--- src/rtl/ucaspian_time_pkg.sv ---
// ----------------------------------------------------------------------------
// ucaspian_time_pkg
// Shared types and constants for the uCaspian network time-step controller.
//   time_state_t : controller FSM states (IDLE, WAIT, STEP, BLANK)
//   utime_t      : core time value at the default 32-bit width
//   TIME_MAX     : largest representable default-width time
//   cnt_width()  : width needed for a saturating 0..hold counter (min 1 bit)
// ----------------------------------------------------------------------------
package ucaspian_time_pkg;

    localparam int TIME_W_DEF = 32;

    typedef enum logic [1:0] {
        IDLE  = 2'd0,
        WAIT  = 2'd1,
        STEP  = 2'd2,
        BLANK = 2'd3
    } time_state_t;

    typedef logic [TIME_W_DEF-1:0] utime_t;

    localparam utime_t TIME_MAX = '1;

    function automatic int cnt_width(input int hold);
        return (hold > 0) ? $clog2(hold + 1) : 1;
    endfunction

endpackage

--- src/rtl/ucaspian_quiet_detect.sv ---
// ----------------------------------------------------------------------------
// ucaspian_quiet_detect
// Decides when every processing unit has been quiescent long enough to step.
// Ports:
//   clk, reset (async, active-low), clear (sync)
//   blank          : counter held at zero (step pulse and the cycle after it)
//   unit_step_done : per-unit quiescent flags, N_UNITS wide
//   quiet          : all units done now and for HOLD_CYCLES cycles before
// ----------------------------------------------------------------------------
module ucaspian_quiet_detect
    import ucaspian_time_pkg::*;
#(
    parameter int N_UNITS     = 6,
    parameter int HOLD_CYCLES = 1
) (
    input  logic               clk,
    input  logic               reset,
    input  logic               clear,
    input  logic               blank,
    input  logic [N_UNITS-1:0] unit_step_done,
    output logic               quiet
);

    localparam int CNT_W = cnt_width(HOLD_CYCLES);
    localparam logic [CNT_W-1:0] HOLD_MAX = CNT_W'(HOLD_CYCLES);

    logic [N_UNITS:0] and_chain;
    logic             all_done;
    logic [CNT_W-1:0] count_reg;
    logic [CNT_W-1:0] count_next;

    assign and_chain[0] = 1'b1;

    generate
        for (genvar gi = 0; gi < N_UNITS; gi++) begin : g_and
            assign and_chain[gi+1] = and_chain[gi] & unit_step_done[gi];
        end
    endgenerate

    assign all_done = and_chain[N_UNITS];

    // Counts consecutive all-done cycles, saturating at HOLD_CYCLES. The blank
    // window keeps it at zero so units have time to drop their done flags.
    always_comb begin
        count_next = count_reg;
        if (blank || !all_done) begin
            count_next = '0;
        end else if (count_reg != HOLD_MAX) begin
            count_next = count_reg + 1'b1;
        end
    end

    always_ff @(posedge clk or negedge reset) begin
        if (!reset) begin
            count_reg <= '0;
        end else if (clear) begin
            count_reg <= '0;
        end else begin
            count_reg <= count_next;
        end
    end

    assign quiet = all_done && (count_reg == HOLD_MAX) && !blank;

endmodule

--- src/rtl/ucaspian_time_ctrl.sv ---
// ----------------------------------------------------------------------------
// ucaspian_time_ctrl
// Network time-step controller: accumulates run-length requests into a
// saturating target time, steps the core time whenever all units are quiet,
// and flags every new time for the host.
// Ports:
//   clk, reset (async, active-low), clear (sync clear of run state)
//   unit_step_done[N_UNITS] : per-unit quiescent flags
//   target_value/vld/rdy    : run-length request handshake
//   next_step               : one-cycle step pulse to all units
//   time_current            : core time
//   time_remaining          : registered (target > core time)
//   time_update / time_sent : new-time flag and host acknowledge
//   busy                    : FSM not IDLE
// Build option: UCASPIAN_TIME_BACKPRESSURE_EN -- when defined, no step is
// taken while the previous time is still unreported (time_update=1).
// ----------------------------------------------------------------------------
module ucaspian_time_ctrl
    import ucaspian_time_pkg::*;
#(
    parameter int TIME_W      = 32,
    parameter int TGT_W       = 8,
    parameter int N_UNITS     = 6,
    parameter int HOLD_CYCLES = 1
) (
    input  logic               clk,
    input  logic               reset,
    input  logic               clear,
    input  logic [N_UNITS-1:0] unit_step_done,
    input  logic [TGT_W-1:0]   target_value,
    input  logic               target_vld,
    output logic               target_rdy,
    output logic               next_step,
    output logic [TIME_W-1:0]  time_current,
    output logic               time_remaining,
    output logic               time_update,
    input  logic               time_sent,
    output logic               busy
);

    localparam logic [TIME_W-1:0] TIME_LIMIT = {TIME_W{1'b1}};

    time_state_t       state_reg, state_next;
    logic [TIME_W-1:0] target_reg, target_next;
    logic [TIME_W-1:0] time_reg;
    logic              remaining_reg;
    logic              update_reg;
    logic              rdy_reg;
    logic              quiet;
    logic              blank;
    logic              step_ok;
    logic              accept;
    logic [TIME_W:0]   target_sum;

    assign blank = (state_reg == STEP) || (state_reg == BLANK);

    ucaspian_quiet_detect #(
        .N_UNITS     (N_UNITS),
        .HOLD_CYCLES (HOLD_CYCLES)
    ) u_quiet (
        .clk            (clk),
        .reset          (reset),
        .clear          (clear),
        .blank          (blank),
        .unit_step_done (unit_step_done),
        .quiet          (quiet)
    );

`ifdef UCASPIAN_TIME_BACKPRESSURE_EN
    assign step_ok = quiet && !update_reg;
`else
    assign step_ok = quiet;
`endif

    // rdy_reg only remembers that reset has been released; clear gates it
    // combinationally so the request port reopens the cycle clear drops.
    assign target_rdy = rdy_reg && !clear;
    assign accept     = target_vld && target_rdy;

    // One extra bit catches the carry so the target clamps instead of wrapping.
    assign target_sum = {1'b0, target_reg} + (TIME_W+1)'(target_value);

    always_comb begin
        target_next = target_reg;
        if (accept) begin
            target_next = target_sum[TIME_W] ? TIME_LIMIT : target_sum[TIME_W-1:0];
        end
    end

    always_comb begin
        state_next = state_reg;
        case (state_reg)
            IDLE: begin
                if (remaining_reg) state_next = WAIT;
            end
            WAIT: begin
                if (!remaining_reg) state_next = IDLE;
                else if (step_ok)   state_next = STEP;
            end
            STEP:    state_next = BLANK;
            BLANK:   state_next = WAIT;
            default: state_next = IDLE;
        endcase
    end

    always_ff @(posedge clk or negedge reset) begin
        if (!reset) begin
            state_reg     <= IDLE;
            target_reg    <= '0;
            time_reg      <= '0;
            remaining_reg <= 1'b0;
            update_reg    <= 1'b0;
            rdy_reg       <= 1'b0;
        end else begin
            rdy_reg <= 1'b1;
            if (clear) begin
                state_reg     <= IDLE;
                target_reg    <= '0;
                time_reg      <= '0;
                remaining_reg <= 1'b0;
                update_reg    <= 1'b0;
            end else begin
                state_reg     <= state_next;
                target_reg    <= target_next;
                remaining_reg <= (target_reg > time_reg);
                if (state_reg == STEP) begin
                    time_reg   <= time_reg + 1'b1;
                    update_reg <= 1'b1;
                end else if (time_sent) begin
                    update_reg <= 1'b0;
                end
            end
        end
    end

    assign next_step      = (state_reg == STEP);
    assign time_current   = time_reg;
    assign time_remaining = remaining_reg;
    assign time_update    = update_reg;
    assign busy           = (state_reg != IDLE);

endmodule

--- config.mk ---
export PLATFORM = sky130hd
export DESIGN_NAME = ucaspian_time_ctrl
export DESIGN_NICKNAME = d
export VERILOG_FILES = /design/src/rtl/ucaspian_time_pkg.sv /design/src/rtl/ucaspian_quiet_detect.sv /design/src/rtl/ucaspian_time_ctrl.sv
export SDC_FILE = /design/constraint.sdc
export NUM_CORES = 1
export LEC_CHECK = 0
export BUFFER_PORTS_ARGS = -buffer_cell sky130_fd_sc_hd__buf_2
export CAP_MARGIN = 30
export CORE_MARGIN = 3
export CORE_UTILIZATION = 50
export DETAILED_ROUTE_END_ITERATION = 10
export GPL_TIMING_DRIVEN = 1
export PLACE_DENSITY = 0.7
export SETUP_SLACK_MARGIN = 0.5
export SLEW_MARGIN = 0
export SYNTH_ARGS = -nofsm -noshare
export SYNTH_HDL_FRONTEND = slang
export SYNTH_SLANG_ARGS = --single-unit
--- constraint.sdc ---
create_clock -name clk -period 2.9 [get_ports clk]
set_input_delay 0.29 -clock clk [delete_from_list [all_inputs] [get_ports clk]]
set_output_delay 0.29 -clock clk [all_outputs]
set_load 0.02 [all_outputs]
==> results.sh, run 1 <==
export IMPL_rows=34
export IMPL_drt_pass1_iter_count=5
export IMPL_fin_setup_tns_ns=0
export IMPL_dieArea_um2=10570
export IMPL_io_pins=56
export IMPL_p_per_area_nw_per_um2=394.0
export IMPL_synth_net_count=583
export IMPL_timing_critical_path_arrival_ns=2.59
export IMPL_post_synthesis_cells=517
export IMPL_final_setup_viol_count=0
export IMPL_layout_worst_path_cycle_share_pct=82.04
export IMPL_timing_final_max_slew_violations=0
export IMPL_timing_final_crit_period_ns=2.379
export IMPL_run_status="finished clean"
export IMPL_synthArstFlopShare_pct=100.0
export IMPL_routed_wirelength_um=11140
export IMPL_synth_area_in_xor_xnor_pct=6.355
export IMPL_numPortBuffers=55
export IMPL_dr_first_iter_drc_count=222
export IMPL_clkSlewWorstSetupHoldPaths_ns=0.08
export IMPL_synthDistinctLibCells=57
export IMPL_ys_seq_area_share_pct=37.38
export IMPL_yosys_area_share_simple_pct=22.19
export IMPL_cp_max_fo=8
export IMPL_synth_most_common_cell="dfrtp_1"
export IMPL_synth_top_cells_by_count="70 x dfrtp_1, 55 x nor2_1, 46 x ha_1"
export IMPL_sequential_cell_area_um2=1752
export IMPL_post_drt_via_cell_ratio=5.860
export IMPL_clock_sinks=70
export IMPL_yosys_warnings=0
export IMPL_leakage_nw=2.592
export IMPL_number_of_nets_at_the_end_of_the_flow=647
export IMPL_grt_start_max_net_pins=71
export IMPL_share_of_post_route_cells_with_drive_strength_above_1_pct=19.62
export IMPL_synth_top_family_by_area="simple AND/OR/NAND/NOR gates"
export IMPL_utilization_pct=60.72
export IMPL_area_grow_syn2layout_pct=15.22
export IMPL_muxShareOfSynthArea_pct=1.949
export IMPL_clock_tree_buffer_depth=2
export IMPL_tritoncts="done"
export IMPL_cts_root_buf="clkbuf_8"
export IMPL_final_setup_skew_ns=0.007287
export IMPL_ys_top_cells_by_area="dfrtp_1 37%, ha_1 12%, xnor2_1 5.8%, a21oi_1 4.8%, nor2_1 4.4%"
export IMPL_critPathCaptureType="flop"
export IMPL_cts_inserted_buffers=9
export IMPL_clock_latency_ns=0.35
export IMPL_synthDominantAreaCellType="dfrtp_1"
export IMPL_synth_avg_cell_area_um2=9.063
export IMPL_grt_pass1_vias=3796
export IMPL_timing_hold_worst_class="in -> reg"
export IMPL_synth_fa_ha_area_share_pct=12.71
export IMPL_timing_hold_violations_final=0
export IMPL_die_width_um=102.8
export IMPL_globalplace_congestion=0.8672
export IMPL_insertedDiodeCount=0
export IMPL_final_antenna_net_count=0
export IMPL_start_util_pct=52.70
export IMPL_drc_viols=0
export IMPL_worst_hold_slack_ns=0.2180
export IMPL_cp_data_required_time_ns=3.11
export IMPL_yosys_register_bits=70
export IMPL_worstMarginPinSlew_ns=0.6302
export IMPL_fill_cells=774
export IMPL_totalPowerFinal_w=0.002127
export IMPL_edff_count_synth=0
export IMPL_synth_cell_area_um2=4686
export IMPL_grt_antenna_before_repair=0
export IMPL_first_pass_grt_wire_length_um=18250
export IMPL_drv_cap=0
export IMPL_die_height_um=102.8
export IMPL_critical_path_startpoint_type="flop"
export IMPL_max_clock_freq_mhz=420.3
export IMPL_core_area_um2=8891
export IMPL_globalRouteOverflowTotal=0
export IMPL_rsz0062_at_grt="yes"
export IMPL_yosys_area_top_type_share_pct=37.38
export IMPL_slew_limit_headroom_pct=57.99
export IMPL_multi_input_area_um2=2754
export IMPL_dr_total_vias=4067
export IMPL_total_global_route_track_usage_pct=21.84
export IMPL_detail_route_wl_per_cell_um=16.05
export IMPL_setup_ws_ns=0.5209
export IMPL_vdd_ir_drop_worst_uv=192.6
export IMPL_synth_compound_gate_area_share_pct=13.78
export IMPL_synth_flop_cell="dfrtp_1"
export IMPL_place_hpwl_um=8081
export IMPL_critPathKind="reg -> reg"
export IMPL_deepest_level_of_the_cts_h_tree=3
export IMPL_worst_setup_slack_post_dpl_ns=0.2315
## kinds of logic (layout without fill, tap and decap cells)
kind of cell | count (synthesis) | after routing
XOR/XNOR | 34 | 34
buffers and inverters | 56 | 125
flip-flops | 70 | 70
AO/OA/AOI/OAI | 104 | 104
AND/OR/NAND/NOR | 196 | 196
multiplexers | 9 | 9
other | 1 | 1
adder cells (fa/ha/maj) | 47 | 47
## routing by layer
metal / global-route usage (%) / wire [um] / vias to the layer above
met5: 0 / 0 / -
met4: 7.171 / 145 / 0
met3: 2.842 / 431 / 12
met2: 34.41 / 5145 / 98
met1: 31.26 / 5416 / 1975
li1: - / - / 1982
## worst max-delay path, stage by stage (launching register included)
cell and delay, ns:
dfrtp_1 0.42, ha_4 0.19, fa_2 0.42, a211oi_4 0.28
nor3_4 0.09, o2111ai_2 0.29, buf_6 0.19, buf_12 0.12
and4_4 0.20, nor3_1 0.04
## per-stage QoR
| step | instances | instance area (um^2) |
|---|---|---|
| 3_5_place_dp | 671 | 5047 |
| 2_1_floorplan | 517 | 4686 |
| 5_1_grt | 694 | 5399 |
| 4_1_cts | 689 | 5285 |
| 3_3_place_gp | 671 | 5047 |
| 6_report | 694 | 5399 |
## timing repair
item	CTS	global route
hold buffers	1	0
endpoints found under the hold margin	70	0
resized for setup	5	15
setup buffers	0	5
pin swaps	1	4
setup endpoints to repair	19	36
cloned	1	0
## path summary, 6_finish.rpt
| check | startpoint | to | slack [ns] | cells after the start |
|---|---|---|---|---|
| worst max-delay path | target_reg[0] | target_reg[19] | 0.52 | 9 |
| worst min-delay path | unit_step_done[1] | u_quiet.count_reg | 0.22 | 3 |
| worst max register to register | target_reg[0] | target_reg[19] | 0.52 | 9 |
| worst min register to register | time_update | time_update | 0.52 | 2 |
| max in group asynchronous | reset | target_reg[7] | 2.07 | 3 |
| min in group asynchronous | reset | time_current[22] | 0.47 | 3 |
## power by group
group | leakage [nW] | switching, W | internal [W]
Combinational | 1.52 | 0.000176 | 0.000120
Sequential | 0.967 | 0.0000229 | 0.000994
Clock | 0.106 | 0.000373 | 0.000441
Total | 2.59 | 0.000572 | 0.00155
## cell type report
class | count | area share, %
clock inverters | 4 | 0.8343
clock buffers | 12 | 2.874
well taps | 108 | 2.503
inverters | 41 | 2.851
repair buffers | 68 | 7.486
flip-flops and latches | 70 | 32.44
multi-input cells | 391 | 51.01
## layout by cell type, fill, tap and decap left out, drive strengths merged, types with 2 or more instances in the layout
master / netlist / routed
a211oi: 5 / 5
a21o: 5 / 5
a21oi: 46 / 46
a221oi: 2 / 2
a311o: 3 / 3
a311oi: 5 / 5
a31oi: 15 / 15
and2: 6 / 6
and3: 16 / 16
and4: 7 / 7
buf: 7 / 66
clkbuf: 8 / 13
clkinv: 0 / 3
dfrtp: 70 / 70
ha: 46 / 46
inv: 41 / 41
mux2i: 8 / 8
nand2: 38 / 38
nand2b: 2 / 2
nand3: 21 / 21
nand4: 22 / 22
nand4b: 2 / 2
nor2: 55 / 55
nor2b: 2 / 2
nor3: 15 / 15
nor4: 4 / 4
o211ai: 2 / 2
o21ai: 15 / 15
xnor2: 31 / 31
xor2: 3 / 3
No activity file was read; power rests on OpenSTA's default activity.
==> run 2, diff against run 1 <==
Clock period 2.9 ns to 2.2 ns, I/O delays scaled along.
==> run 2 against run 1 <==
Sequential power up 31%; critical path type unchanged; global-route usage up 1.9 points; combinational power up 90%; critical path depth down 1; count of clock-buffer cells in the layout up 1; cell area up 19%; final cell count up 7.1%; power up 40%.
==> results.sh, run 2 (same netlist as run 1, synthesis figures left out) <==
export IMPL_final_antenna_net_count=0
export IMPL_total_global_route_track_usage_pct=23.74
export IMPL_cts_inserted_buffers=9
export IMPL_timing_hold_violations_final=0
export IMPL_timing_critical_path_arrival_ns=2.38
export IMPL_detail_route_wl_per_cell_um=17.38
export IMPL_clock_sinks=70
export IMPL_rows=34
export IMPL_crit_chain="ha_2, fa_2, a211oi_2, nor3_2, o2111ai_2, buf_12, a21oi_2, a311o_1"
export IMPL_tritoncts="done"
export IMPL_globalRouteOverflowTotal=0
export IMPL_finish_cell_count_without_fillers=743
export IMPL_sequentialPowerShare_pct=45.2
export IMPL_critical_path_startpoint_type="flop"
export IMPL_cp_data_required_time_ns=2.42
export IMPL_grt_pass1_vias=4154
export IMPL_mostFrequentLayoutCell="buf_2"
export IMPL_worst_setup_slack_post_dpl_ns=-0.02951
export IMPL_cts_root_buf="clkbuf_8"
export IMPL_deepest_level_of_the_cts_h_tree=3
export IMPL_area_grow_syn2layout_pct=37.01
export IMPL_power_combinational_fraction_pct=18.9
export IMPL_insertedDiodeCount=0
export IMPL_max_clock_freq_mhz=463.5
export IMPL_routed_wirelength_um=12920
export IMPL_run_status="finished clean"
export IMPL_cp_slowest_stage_delay_ns=0.38
export IMPL_final_cell_mix="55 x buf_2, 54 x nor2_1, 53 x dfrtp_1, 41 x buf_4, 34 x a21oi_1"
export IMPL_worstMarginPinSlew_ns=0.7917
export IMPL_internal_power_w=0.002157
export IMPL_layout_cell_area_non_filler_um2=6420
export IMPL_timing_final_max_slew_violations=0
export IMPL_place_hpwl_um=8266
export IMPL_drv_cap=0
export IMPL_io_pins=56
export IMPL_vdd_ir_drop_worst_uv=261.0
export IMPL_grt_start_max_net_pins=71
export IMPL_layout_worst_path_cycle_share_pct=98.07
export IMPL_leakage_nw=3.011
export IMPL_share_of_post_route_cells_with_drive_strength_above_1_pct=41.73
export IMPL_power_net_switching_w=0.0008150
export IMPL_slew_limit_headroom_pct=46.82
export IMPL_clock_tree_buffer_depth=2
export IMPL_post_drt_via_cell_ratio=5.981
export IMPL_critPathKind="reg -> reg"
export IMPL_switching_share_pct=27.42
export IMPL_clock_latency_ns=0.34
export IMPL_setup_ws_ns=0.04244
export IMPL_p_per_area_nw_per_um2=463.0
export IMPL_critPathCaptureType="flop"
export IMPL_clock_power_share_pct=35.9
export IMPL_start_util_pct=52.70
export IMPL_die_width_um=102.8
export IMPL_die_height_um=102.8
export IMPL_grt_antenna_before_repair=0
export IMPL_totalPowerFinal_w=0.002972
export IMPL_clkSlewWorstSetupHoldPaths_ns=0.07
export IMPL_drc_viols=0
export IMPL_fill_cells=625
export IMPL_place_area_um2=5394
export IMPL_core_area_um2=8891
export IMPL_number_of_nets_at_the_end_of_the_flow=696
export IMPL_cp_max_fo=12
export IMPL_rsz0062_at_grt="yes"
export IMPL_final_setup_viol_count=0
export IMPL_dr_total_vias=4444
export IMPL_timing_final_crit_period_ns=2.158
export IMPL_crit_path_top_delay_cell="dfrtp_1"
export IMPL_first_pass_grt_wire_length_um=19810
export IMPL_utilization_pct=72.21
export IMPL_dieArea_um2=10570
export IMPL_numPortBuffers=55
export IMPL_final_setup_skew_ns=0.005671
export IMPL_numPlacedInstances=689
export IMPL_drt_pass1_iter_count=5
export IMPL_dr_first_iter_drc_count=275
export IMPL_timing_hold_worst_class="in -> reg"
export IMPL_globalplace_congestion=0.8367
-- run 2: final timing paths --
check                           cells after the start  slack [ns]                 to              start
worst max-delay path                                8        0.04     target_reg[17]      target_reg[0]
worst min register to register                      2        0.53        time_update        time_update
max in group asynchronous                           3        1.45    time_current[4]              reset
min in group asynchronous                           3        0.43   time_current[22]              reset
worst min-delay path                                3        0.16  u_quiet.count_reg  unit_step_done[1]
worst max register to register                      8        0.04     target_reg[17]      target_reg[0]
-- run 2: layout make-up --
class                           count  area [um^2]  share of cell area, %
Multi-Input combinational cell    391         3313                  51.61
Sequential cell                    70         1773                  27.62
Timing Repair Buffer              117        835.8                  13.02
Inverter                           41        161.4                  2.514
Clock buffer                       13        158.9                  2.475
Tap cell                          108        135.1                  2.105
Clock inverter                      3        42.54                 0.6626
-- run 2: what timing repair did --
item	in CTS	in global routing
hold buffers	1	0
pin swaps	18	36
cloned	1	0
hold endpoints to repair	70	0
resized for setup	41	69
buffers inserted	26	10
setup endpoints to repair	55	55
-- run 2: worst max-delay path, delay by kind of cell (launching register included) --
| family | cells | cell delay (ns) |
|---|---|---|
| adder cells (fa/ha/maj) | 2 | 0.54 |
| AND/OR/NAND/NOR | 1 | 0.10 |
| buffers and inverters | 1 | 0.18 |
| AO/OA/AOI/OAI | 4 | 0.83 |
| flip-flops | 1 | 0.38 |
-- run 2: power groups by stage --
| stage | clock network, W | registers [W] | logic (W) |
|---|---|---|---|
| global route | 0.00114 | 0.00135 | 0.000606 |
| floorplan | 0 | 0.00136 | 0.000278 |
| CTS | 0.00109 | 0.00134 | 0.000479 |
| global placement | 0 | 0.00136 | 0.000417 |
| detailed placement | 0 | 0.00136 | 0.000432 |
| finish | 0.00107 | 0.00134 | 0.000562 |
-- run 2: metrics by stage --
step / hold WS, ns / setup TNS, ns
after global placement: 0.2728 / -0.01917
after floorplan: -0.07559 / 0
after global routing: 0.1617 / -0.3880
final: 0.1650 / 0
after detailed placement: 0.2754 / -0.04095
after CTS: 0.1482 / 0
-- run 2: per-layer routing --
layer  track usage [%]  up-vias  part of all wire (%)
li1                  -     2099                     -
met1             32.54     2158                    44
met2             36.99      149                    48
met3             3.654       38                   5.0
met4             11.16        0                   3.1
met5                 0        -                     0
==> run 3, diff against run 2 <==
Settings changed: PLACE_DENSITY 0.7 to 0.73.
Clock period 2.2 ns to 1.8 ns, I/O delays scaled along.
==> run 3 against run 2 <==
The run now ends with negative setup slack left; sequential cell count unchanged; count of clock-buffer cells in the layout down 4; critical path depth up 1; utilization up 12 points; wire length up 49%; power up 34%; non-clock buffer count up 100; critical endpoint is now target_reg[16]; largest power group unchanged.
==> results.sh, run 3 (same netlist as run 1, synthesis figures left out) <==
export IMPL_detail_route_wl_per_cell_um=22.76
export IMPL_place_hpwl_um=9775
export IMPL_tritoncts="done"
export IMPL_critPathKind="reg -> reg"
export IMPL_clkSlewWorstSetupHoldPaths_ns=0.09
export IMPL_rows=34
export IMPL_core_area_um2=8891
export IMPL_grt_antenna_before_repair=0
export IMPL_globalplace_congestion=0.8951
export IMPL_layout_worst_path_cycle_share_pct=129.7
export IMPL_internal_power_w=0.002779
export IMPL_clock_power_share_pct=37.8
export IMPL_grt_start_max_net_pins=44
export IMPL_run_status="complete, but fails checks"
export IMPL_first_pass_grt_wire_length_um=23700
export IMPL_cts_inserted_buffers=9
export IMPL_critPathCaptureType="flop"
export IMPL_sequentialPowerShare_pct=41.2
export IMPL_clock_latency_ns=0.38
export IMPL_timing_final_max_slew_violations=0
export IMPL_die_height_um=102.8
export IMPL_grt_pass1_vias=5095
export IMPL_timing_critical_path_arrival_ns=2.58
export IMPL_violated_checks="negative setup slack"
export IMPL_timing_final_crit_period_ns=2.335
export IMPL_dieArea_um2=10570
export IMPL_drc_viols=0
export IMPL_timing_hold_worst_class="in -> reg"
export IMPL_drv_cap=0
export IMPL_share_of_post_route_cells_with_drive_strength_above_1_pct=51.56
export IMPL_power_net_switching_w=0.001193
export IMPL_routed_wirelength_um=19180
export IMPL_setup_ws_ns=-0.5347
export IMPL_final_antenna_net_count=0
export IMPL_vdd_ir_drop_worst_uv=489.0
export IMPL_totalPowerFinal_w=0.003972
export IMPL_mostFrequentLayoutCell="buf_4"
export IMPL_critical_path_startpoint_type="flop"
export IMPL_slew_limit_headroom_pct=63.48
export IMPL_p_per_area_nw_per_um2=531.5
export IMPL_start_util_pct=52.70
export IMPL_globalRouteOverflowTotal=0
export IMPL_max_clock_freq_mhz=428.3
export IMPL_numPortBuffers=55
export IMPL_cp_max_fo=5
export IMPL_final_setup_skew_ns=0.01542
export IMPL_area_grow_syn2layout_pct=59.49
export IMPL_numPlacedInstances=779
export IMPL_rsz0062_at_grt="yes"
export IMPL_drt_pass1_iter_count=6
export IMPL_final_setup_viol_count=49
export IMPL_cts_root_buf="clkbuf_8"
export IMPL_dr_first_iter_drc_count=606
export IMPL_worst_hold_slack_ns=0.1828
export IMPL_final_cell_mix="114 x buf_4, 57 x dfrtp_1, 53 x nor2_1, 47 x buf_2, 47 x buf_6"
export IMPL_clock_sinks=70
export IMPL_total_global_route_track_usage_pct=28.85
export IMPL_insertedDiodeCount=0
export IMPL_post_drt_via_cell_ratio=6.548
export IMPL_finish_cell_count_without_fillers=843
export IMPL_worstMarginPinSlew_ns=0.5458
export IMPL_number_of_nets_at_the_end_of_the_flow=796
export IMPL_leakage_nw=3.636
export IMPL_deepest_level_of_the_cts_h_tree=3
export IMPL_io_pins=56
export IMPL_cp_data_required_time_ns=2.04
export IMPL_timing_hold_violations_final=0
export IMPL_power_combinational_fraction_pct=21.0
export IMPL_die_width_um=102.8
export IMPL_switching_share_pct=30.04
export IMPL_clock_tree_buffer_depth=2
export IMPL_dr_total_vias=5520
==> run 3: power groups by stage <==
stage | clock (W) | combinational, W | sequential [W]
5_1_grt | 0.00156 | 0.000884 | 0.00164
3_5_place_dp | 0 | 0.000588 | 0.00166
2_1_floorplan | 0 | 0.000339 | 0.00167
4_1_cts | 0.00148 | 0.000691 | 0.00163
3_3_place_gp | 0 | 0.000571 | 0.00166
6_report | 0.00150 | 0.000834 | 0.00163
==> run 3: routing by layer <==
layer / routed length [um] / up-vias / GRT usage (%)
met3: 1697 / 145 / 5.142
li1: - / 2293 / -
met2: 9213 / 439 / 50.84
met5: 0 / - / 0
met1: 7023 / 2643 / 33.60
met4: 1249 / 0 / 14.54
==> run 3: through the flow <==
step                setup slack [ns]  setup TNS, ns  instance area [um^2]  util, %
floorplan                    -0.2844         -5.949                  4897        -
global placement             -0.4040         -7.889                  6076    68.34
detailed placement           -0.4076         -9.725                  6076    68.34
CTS                          -0.4066         -10.42                  6922    77.85
global route                 -0.5518         -16.28                  7473    84.06
finish                       -0.5347         -13.75                  7473    84.06
==> run 3: final timing paths <==
| kind | slack (ns) | cells past startpoint | from | endpoint |
|---|---|---|---|---|
| hold / removal | 0.18 | 4 | unit_step_done[5] | u_quiet.count_reg |
| setup / recovery | -0.53 | 9 | target_reg[0] | target_reg[16] |
| setup reg to reg | -0.53 | 9 | target_reg[0] | target_reg[16] |
| min in group asynchronous | 0.21 | 2 | reset | time_current[25] |
| max in group asynchronous | 1.00 | 3 | reset | time_current[7] |
| hold reg to reg | 0.61 | 2 | target_reg[13] | target_reg[13] |
==> run 3: critical path, cell delays in order, from the launching register on <==
cell and delay (ns):
dfrtp_1 0.39, ha_2 0.19, fa_2 0.36, a211oi_2 0.26
nor3_2 0.12, o211a_4 0.30, buf_6 0.13, and3_4 0.20
o21ai_2 0.16, a31oi_1 0.09
==> run 3: what timing repair did <==
item,CTS,global route
buffers inserted,22,24
endpoints found under the setup margin,64,75
hold buffers,1,0
hold endpoints to repair,10,0
gates cloned,1,0
pin swaps,36,41
resized for setup,89,80
==> run 3: layout make-up <==
class                   count  area [um^2]
flip-flops and latches     70         1768
multi-input cells         391         3422
clock inverters             7        97.59
repair buffers            217         1770
inverters                  41        156.4
clock buffers               9        123.9
fillers                   432         1418
well taps                 108        135.1
